File: src/rtl/uart_sched_pkg.sv
// rtl/uart_sched_pkg.sv - shared types and constants for the UART transmit scheduler
package uart_sched_pkg;

  localparam int BYTE_W = 8;

  typedef enum logic [2:0] {
    ST_IDLE,
    ST_SEND,
    ST_WAIT_HI,
    ST_WAIT_LO,
    ST_GAP
  } sched_state_e;

endpackage

File: src/rtl/uart_rr_arb2.sv
// rtl/uart_rr_arb2.sv - two-requester round-robin arbiter with one-hot grant
module uart_rr_arb2 (
  input  logic       clk,
  input  logic       rst_n,
  input  logic [1:0] req,
  input  logic       update,
  input  logic [1:0] served,
  output logic [1:0] gnt
);

  // High means requester 1 wins the next tie; cleared so requester 0 wins first
  logic prio1;

  // Remember who was just served so the other side wins the next tie
  always_ff @(posedge clk or negedge rst_n) begin
    if (!rst_n) begin
      prio1 <= 1'b0;
    end else if (update) begin
      prio1 <= served[0] & ~served[1];
    end
  end

  // Single requester wins outright; a tie goes to the favoured side
  always_comb begin
    gnt = 2'b00;
    if (req == 2'b11) begin
      gnt = prio1 ? 2'b10 : 2'b01;
    end else if (req[0]) begin
      gnt = 2'b01;
    end else if (req[1]) begin
      gnt = 2'b10;
    end
  end

endmodule

File: src/rtl/uart_tx_scheduler.sv
// rtl/uart_tx_scheduler.sv - packet-granular sharing of one UART byte transmitter
module uart_tx_scheduler
  import uart_sched_pkg::*;
#(
  parameter int GAP_CYCLES = 500,
  parameter int GAP_W      = 16
) (
  input  logic              sys_clk,
  input  logic              sys_rst_n,
  input  logic              s0_valid,
  input  logic [BYTE_W-1:0] s0_data,
  input  logic              s0_last,
  output logic              s0_ready,
  input  logic              s1_valid,
  input  logic [BYTE_W-1:0] s1_data,
  input  logic              s1_last,
  output logic              s1_ready,
  output logic              tx_start,
  output logic [BYTE_W-1:0] tx_data,
  input  logic              tx_busy,
  output logic [1:0]        grant,
  output logic              sched_busy
);

  sched_state_e      state;
  logic [GAP_W-1:0]  gap_cnt;
  logic              last_q;
  logic              arb_update;
  logic [1:0]        arb_gnt;
  logic              owner_valid;
  logic              owner_last;
  logic [BYTE_W-1:0] owner_data;

  // Pointer moves on the same cycle the grant is dropped at the end of the gap
  assign arb_update = (state == ST_GAP) && (gap_cnt == '0);

  uart_rr_arb2 u_arb (
    .clk    (sys_clk),
    .rst_n  (sys_rst_n),
    .req    ({s1_valid, s0_valid}),
    .update (arb_update),
    .served (grant),
    .gnt    (arb_gnt)
  );

  // Route the packet owner's stream; the non-owner is ignored entirely
  always_comb begin
    owner_valid = s0_valid;
    owner_last  = s0_last;
    owner_data  = s0_data;
    if (grant[1]) begin
      owner_valid = s1_valid;
      owner_last  = s1_last;
      owner_data  = s1_data;
    end
  end

  // Main sequencer: arbitrate, hand one byte per busy period, then idle gap
  always_ff @(posedge sys_clk or negedge sys_rst_n) begin
    if (!sys_rst_n) begin
      state      <= ST_IDLE;
      gap_cnt    <= '0;
      last_q     <= 1'b0;
      grant      <= 2'b00;
      sched_busy <= 1'b0;
      tx_start   <= 1'b0;
      tx_data    <= '0;
      s0_ready   <= 1'b0;
      s1_ready   <= 1'b0;
    end else begin
      tx_start <= 1'b0;
      s0_ready <= 1'b0;
      s1_ready <= 1'b0;
      case (state)
        ST_IDLE: begin
          if (arb_gnt != 2'b00) begin
            grant      <= arb_gnt;
            sched_busy <= 1'b1;
            state      <= ST_SEND;
          end
        end
        ST_SEND: begin
          if (owner_valid) begin
            tx_data  <= owner_data;
            tx_start <= 1'b1;
            s0_ready <= grant[0];
            s1_ready <= grant[1];
            last_q   <= owner_last;
            state    <= ST_WAIT_HI;
          end
        end
        ST_WAIT_HI: begin
          // Busy seen while our own start pulse is still out is stale
          if (tx_busy && !tx_start) begin
            state <= ST_WAIT_LO;
          end
        end
        ST_WAIT_LO: begin
          if (!tx_busy) begin
            if (last_q) begin
              gap_cnt <= GAP_W'(GAP_CYCLES - 1);
              state   <= ST_GAP;
            end else begin
              state <= ST_SEND;
            end
          end
        end
        ST_GAP: begin
          if (gap_cnt == '0) begin
            grant      <= 2'b00;
            sched_busy <= 1'b0;
            state      <= ST_IDLE;
          end else begin
            gap_cnt <= gap_cnt - GAP_W'(1);
          end
        end
        default: state <= ST_IDLE;
      endcase
    end
  end

endmodule

File: config.mk
export PLATFORM = sky130hd
export DESIGN_NAME = uart_tx_scheduler
export DESIGN_NICKNAME = d
export VERILOG_FILES = /design/src/rtl/uart_sched_pkg.sv /design/src/rtl/uart_rr_arb2.sv /design/src/rtl/uart_tx_scheduler.sv
export SDC_FILE = /design/constraint.sdc
export NUM_CORES = 1
export LEC_CHECK = 0
export ABC_AREA = 0
export CAP_MARGIN = 20
export CORE_UTILIZATION = 60
export DETAILED_ROUTE_END_ITERATION = 16
export DONT_BUFFER_PORTS = 1
export PLACE_DENSITY = 0.84
export RECOVER_POWER = 25
export SLEW_MARGIN = 0
export SYNTH_ARGS = -nofsm -noshare
export SYNTH_HDL_FRONTEND = slang
export SYNTH_HIERARCHICAL = 1
export SYNTH_SLANG_ARGS = --single-unit
File: constraint.sdc
create_clock -name sys_clk -period 4.6 [get_ports sys_clk]
set_clock_uncertainty 0.15 [all_clocks]
set_input_delay 0.69 -clock sys_clk [delete_from_list [all_inputs] [get_ports sys_clk]]
set_output_delay 0.69 -clock sys_clk [all_outputs]
set_load 0.01 [all_outputs]
Word-level counts from Yosys, hierarchy flattened --
Index checks and enable logic that the tools add are counted.
Word-level totals: register bits after elaboration 35, latch bits 0, memory bits (writable) 0, memory bits (read-only) 0, output and inout bits 14, memories 0
Operators by class: add/subtract/negate cells 1, multipliers 0, div/mod/pow operators 0, $lt $le $gt $ge 0, equal/unequal tests 12, shift operators 0, multiplexer cells 30, bitwise operators 2, reductions and logical operators 12
Operator list (number):
- 16-bit two-way mux | 3
- 16-bit one-hot mux with 2 select lines | 1
- 3-bit two-way mux | 6
- 16-bit logical NOT | 1
- 16-bit by 1-bit subtractor with 16-bit output (second input constant) | 1
- 3-bit one-hot mux with 5 select lines | 1
- 2-bit two-way mux | 6
- 2-bit != test (second input constant) | 6
- 1-bit two-way mux | 10
- 8-bit two-way mux | 1
- 3-bit by 2-bit equality test with 1-bit output (second input constant) | 2
- 2-bit nonzero test | 3
- 5-bit AND reduction | 1
- 2-bit one-hot mux with 2 select lines | 1
- 4-bit AND reduction | 1
- 3-bit by 1-bit equality test with 1-bit output (second input constant) | 1
- 3-bit equality test (second input constant) | 1
- 3-bit logical NOT | 1
- 3-bit AND reduction | 1
- 2-bit equality test (second input constant) | 1
- 1-bit logical AND | 2
- 2-bit by 1-bit != test with 1-bit output (second input constant) | 1
- 1-bit one-hot mux with 2 select lines | 1
- 2-bit AND reduction | 1
- 3 further kinds | 3

Longest topological paths before layout --
depth after elaboration 6, gate-level depth with buffers 8, depth with buffers taken out 7

Cells and area by module --
Netlist, hierarchy kept.
Modules (own cells, without submodules):
- uart_tx_scheduler | times used 1, cells each 196, area each 1913.1 um^2, seq. area each 850.8 um^2
- uart_rr_arb2 | times used 1, cells each 6, area each 56.3 um^2, seq. area each 25.0 um^2

Worst setup path before layout --
Ideal clock, no wire load.
kind input port to flip-flop, from input port s0_valid, to register gap_cnt[15], arrival time 1.869 ns, data required time 4.374 ns, setup slack 2.505 ns, stages on the path 6, buffers on the path 0, path through a21boi_0 nor3_1 nor2_1 o31ai_1 or4_1 o21ai_1
RTL lines:
- start, declared | line uart_tx_scheduler.sv:10 | input logic s0_valid,
- end signal, assigned | line uart_tx_scheduler.sv:101 | gap_cnt <= GAP_W'(GAP_CYCLES - 1);
- end signal, assigned | line uart_tx_scheduler.sv:114 | gap_cnt <= gap_cnt - GAP_W'(1);
- end, declared | line uart_tx_scheduler.sv:26 | logic [GAP_W-1:0] gap_cnt;

==> impl_metrics.csv <==
group,metric,value,unit
yosys,synthCells,202,
floorplanning,die_area,3515,µm²
timing,setup_slack,2.008,ns
placement,place_hpwl,2920,µm
yosys,synth_ff_type,"dfrtp_1",
placement,port-buffer-count,0,
pwr,p_clk_frac,0.152,
yosys,avgSynthCellArea,9.749,µm²
timing,rsz0062_at_grt,"no",
clocking,cts-root-buf,"clkbuf_4",
floorplanning,die_x,59.29,µm
min_path,min_path_cells,1,
final_layout,diodes,0,
min_path,min-delay-start,"gap_cnt[11]$_DFFE_PN0P_",
clocking,clock-sinks,35,
final_layout,final_layout_size_suffix_gt1_frac,0.1034,
clocking,h-tree-depth,2,
timing,fmax,385.8,MHz
worst_setup_path,crit_buf_inv,2,
detailed_routing,first_pass_iters,4,
timing,period_share,0.5636,
min_path,holdCritPathClass,"flop to flop",
worst_setup_path,critical_path_class,"input port to asynchronous set/reset pin",
global_routing,grt_max_degree,36,
yosys,ys_types,53,
clocking,clockBufferDepth,2,
detailed_routing,post-route-drc-count,0,
clocking,clk_latency,0.34,ns
min_path,hold-path-endpoint,"gap_cnt[11]$_DFFE_PN0P_",
global_routing,grt_pass1_vias,1468,
yosys,synth_edf_count,0,
pwr,p_leak,0.8569,nW
timing,fin_crit,2.592,ns
final_layout,areaGrowthSynthToFinish,4.765,%
pwr,pwr-share-seq,0.475,
final_layout,fillCellCount,243,
yosys,syn-cell-area,1969,µm²
worst_setup_path,max_stage_delay,1.32,ns
placement,routabilityCongestion,0.8700,
worst_setup_path,crit_arrival,2.54,ns
worst_setup_path,slowest_stage,"clkbuf_1",
status,status,"finished with violations",
worst_setup_path,rr_startpoint,"gap_cnt[0]$_DFFE_PN0P_",
status,violations,"max-capacitance violations, max-slew violations",
yosys,ys_ff_latch,35,
final_layout,fin_cells,247,
timing,final.setup.tns,0,ns
floorplanning,die_y,59.29,µm
yosys,async_flop_share,1.000,
detailed_routing,wl,4076,µm
pwr,irDropWorstVdd,0.4118,mV
floorplanning,start_util,0.6398,
yosys,yosysWarnings,6,
pwr,pwr_density_cell,674.2,nW/µm²
worst_setup_path,cp_max_fo,35,
worst_setup_path,reg2reg_depth,7,
detailed_routing,drt_iter0_drc,101,
clocking,cts_tree,"yes",
detailed_routing,drt-vias-per-instance,6.502,
placement,pre_cts_ws,1.802,ns
timing,final-setup-viol-count,0,
worst_setup_path,critPathLaunch,"sys_rst_n",
yosys,syn-num-nets,226,
run,drv_cap,1,
detailed_routing,wl_per_cell,16.50,µm
worst_setup_path,timing.rr.end,"gap_cnt[6]$_DFFE_PN0P_",
worst_setup_path,crit_chain,"dlygate4sd3_1 > clkbuf_1",
worst_setup_path,cp-start-kind,"input port",
pwr,switching_share,0.4394,
global_routing,antenna_found_initial,0,
yosys,ys_seq_area_frac,0.4447,
floorplanning,io_pins,37,
detailed_routing,antenna_left,0,
pwr,p_int,0.0007798,W
worst_setup_path,cp_top_family,"buffers and inverters",
final_layout,num-nets-final,227,
detailed_routing,vias,1606,
floorplanning,core.rowCount,20,
worst_setup_path,rrSetupSlack,2.17,ns
worst_setup_path,end_kind,"asynchronous set/reset pin",
placement,dp_cells,236,
timing,relSlewSlack,-0.2220,
global_routing,grt_use_total,0.2550,
timing,slew_violations,36,
worst_setup_path,required,4.55,ns
clocking,cts-buffers-inserted,5,
floorplanning,core,3078,µm²
timing,hold_violations,0,
global_routing,grt-ovfl-total,0,
pwr,p_sw,0.0006113,W
global_routing,grt_pass1_wl,6582,µm
clocking,cts.reportedPaths.clkPinSlew,0.10,ns
pwr,pwr-share-comb,0.373,
timing,worst_pin_slew,1.833,ns
[stage by stage]
stage,util,hold WS [ns],total power (W),cell area [µm²]
CTS,0.6683,0.001225,0.001380,2057
global placement,0.6374,0.2451,0.001114,1962
detailed placement,0.6374,0.2451,0.001160,1962
finish,0.6703,0.3678,0.001391,2063
global route,0.6703,0.3539,0.001494,2063
floorplan,-,0.2444,0.001066,1969
[worst max-delay path by stage]
stage                               to  depth (start not counted)
6_report        gap_cnt[6]$_DFFE_PN0P_                          2
5_1_grt         gap_cnt[6]$_DFFE_PN0P_                          2
4_1_cts        gap_cnt[13]$_DFFE_PN0P_                          5
3_5_place_dp   gap_cnt[13]$_DFFE_PN0P_                          6
3_3_place_gp   gap_cnt[13]$_DFFE_PN0P_                          6
2_1_floorplan  gap_cnt[15]$_DFFE_PN0P_                          6
[flip-flops by register name, summed over array words and instances (netlist names), 2 cells and up]
name,flops
tx_data,8
grant,2
gap_cnt,16
state,3
[power groups by stage]
| stage | Clock (W) | Sequential (W) | Combinational (W) |
|---|---|---|---|
| 2_1_floorplan | 0 | 0.000582 | 0.000484 |
| 3_3_place_gp | 0 | 0.000649 | 0.000465 |
| 3_5_place_dp | 0 | 0.000662 | 0.000498 |
| 4_1_cts | 0.000218 | 0.000657 | 0.000505 |
| 5_1_grt | 0.000230 | 0.000680 | 0.000584 |
| 6_report | 0.000211 | 0.000661 | 0.000519 |
[cell usage in the layout, fill, tap and decap left out, drive strengths merged, types with 2 or more instances in the layout]
cell type,count
a211oi,2
a21boi,2
a21o,3
a21oi,20
a311oi,2
a31oi,5
and2,2
and4b,2
buf,2
clkbuf,6
dfrtp,35
inv,6
mux2i,13
nand2,10
nand2b,4
nand3,6
nor2,20
nor2b,5
nor3,9
nor3b,4
o211ai,2
o21ai,14
o2bb2ai,2
o311ai,2
o31ai,2
or3b,2
or4,3
[cells in the mapped netlist (3+ instances only)]
master	n	area, µm²
dfrtp_1	35	875.8
a21oi_1	20	100.1
nor2_1	20	75.07
mux2i_1	13	130.1
nand2_1	10	37.54
o21ai_0	9	45.04
nor3_1	7	35.03
clkbuf_1	6	22.52
inv_1	6	22.52
nand3_1	5	25.02
nor2b_1	5	31.28
o21ai_1	5	25.02
a31oi_1	4	25.02
nand2b_1	4	25.02
a21o_1	3	22.52
[per-layer routing]
metal | global-route usage | vias up | wire, µm
met1 | 0.3225 | 803 | 1763
met2 | 0.4109 | 51 | 2024
met5 | 0 | - | 0
met3 | 0.06550 | 4 | 251
met4 | 0.1122 | 0 | 37
li1 | - | 748 | -
[layout make-up]
class                           instances  area [µm²]  share of cell area
Clock inverter                          2       37.54             0.01819
Multi-Input combinational cell        151        1008              0.4888
Clock buffer                            5       37.54             0.01819
Sequential cell                        35       875.8              0.4245
Inverter                                6       22.52             0.01092
Timing Repair Buffer                    4       26.28             0.01273
Tap cell                               44       55.05             0.02668
[kinds of logic (layout without fill, tap and decap cells)]
family | after synthesis | after routing | synth area share
AOI/OAI and AO/OA | 64 | 64 | 0.2160
adders and majority gates | 1 | 1 | 0.006352
buffers and inverters | 16 | 17 | 0.04320
DFF | 35 | 35 | 0.4447
muxes | 13 | 13 | 0.06607
and+or+nand+nor | 73 | 73 | 0.2236
[what timing repair did]
item                                    in CTS  in global routing
gates resized for setup                      0                  0
endpoints found under the setup margin       0                  0
buffers inserted                             0                  0
hold endpoints to repair                    35                 11
hold buffers                                 1                  1
(Power assumes the default switching activity.)
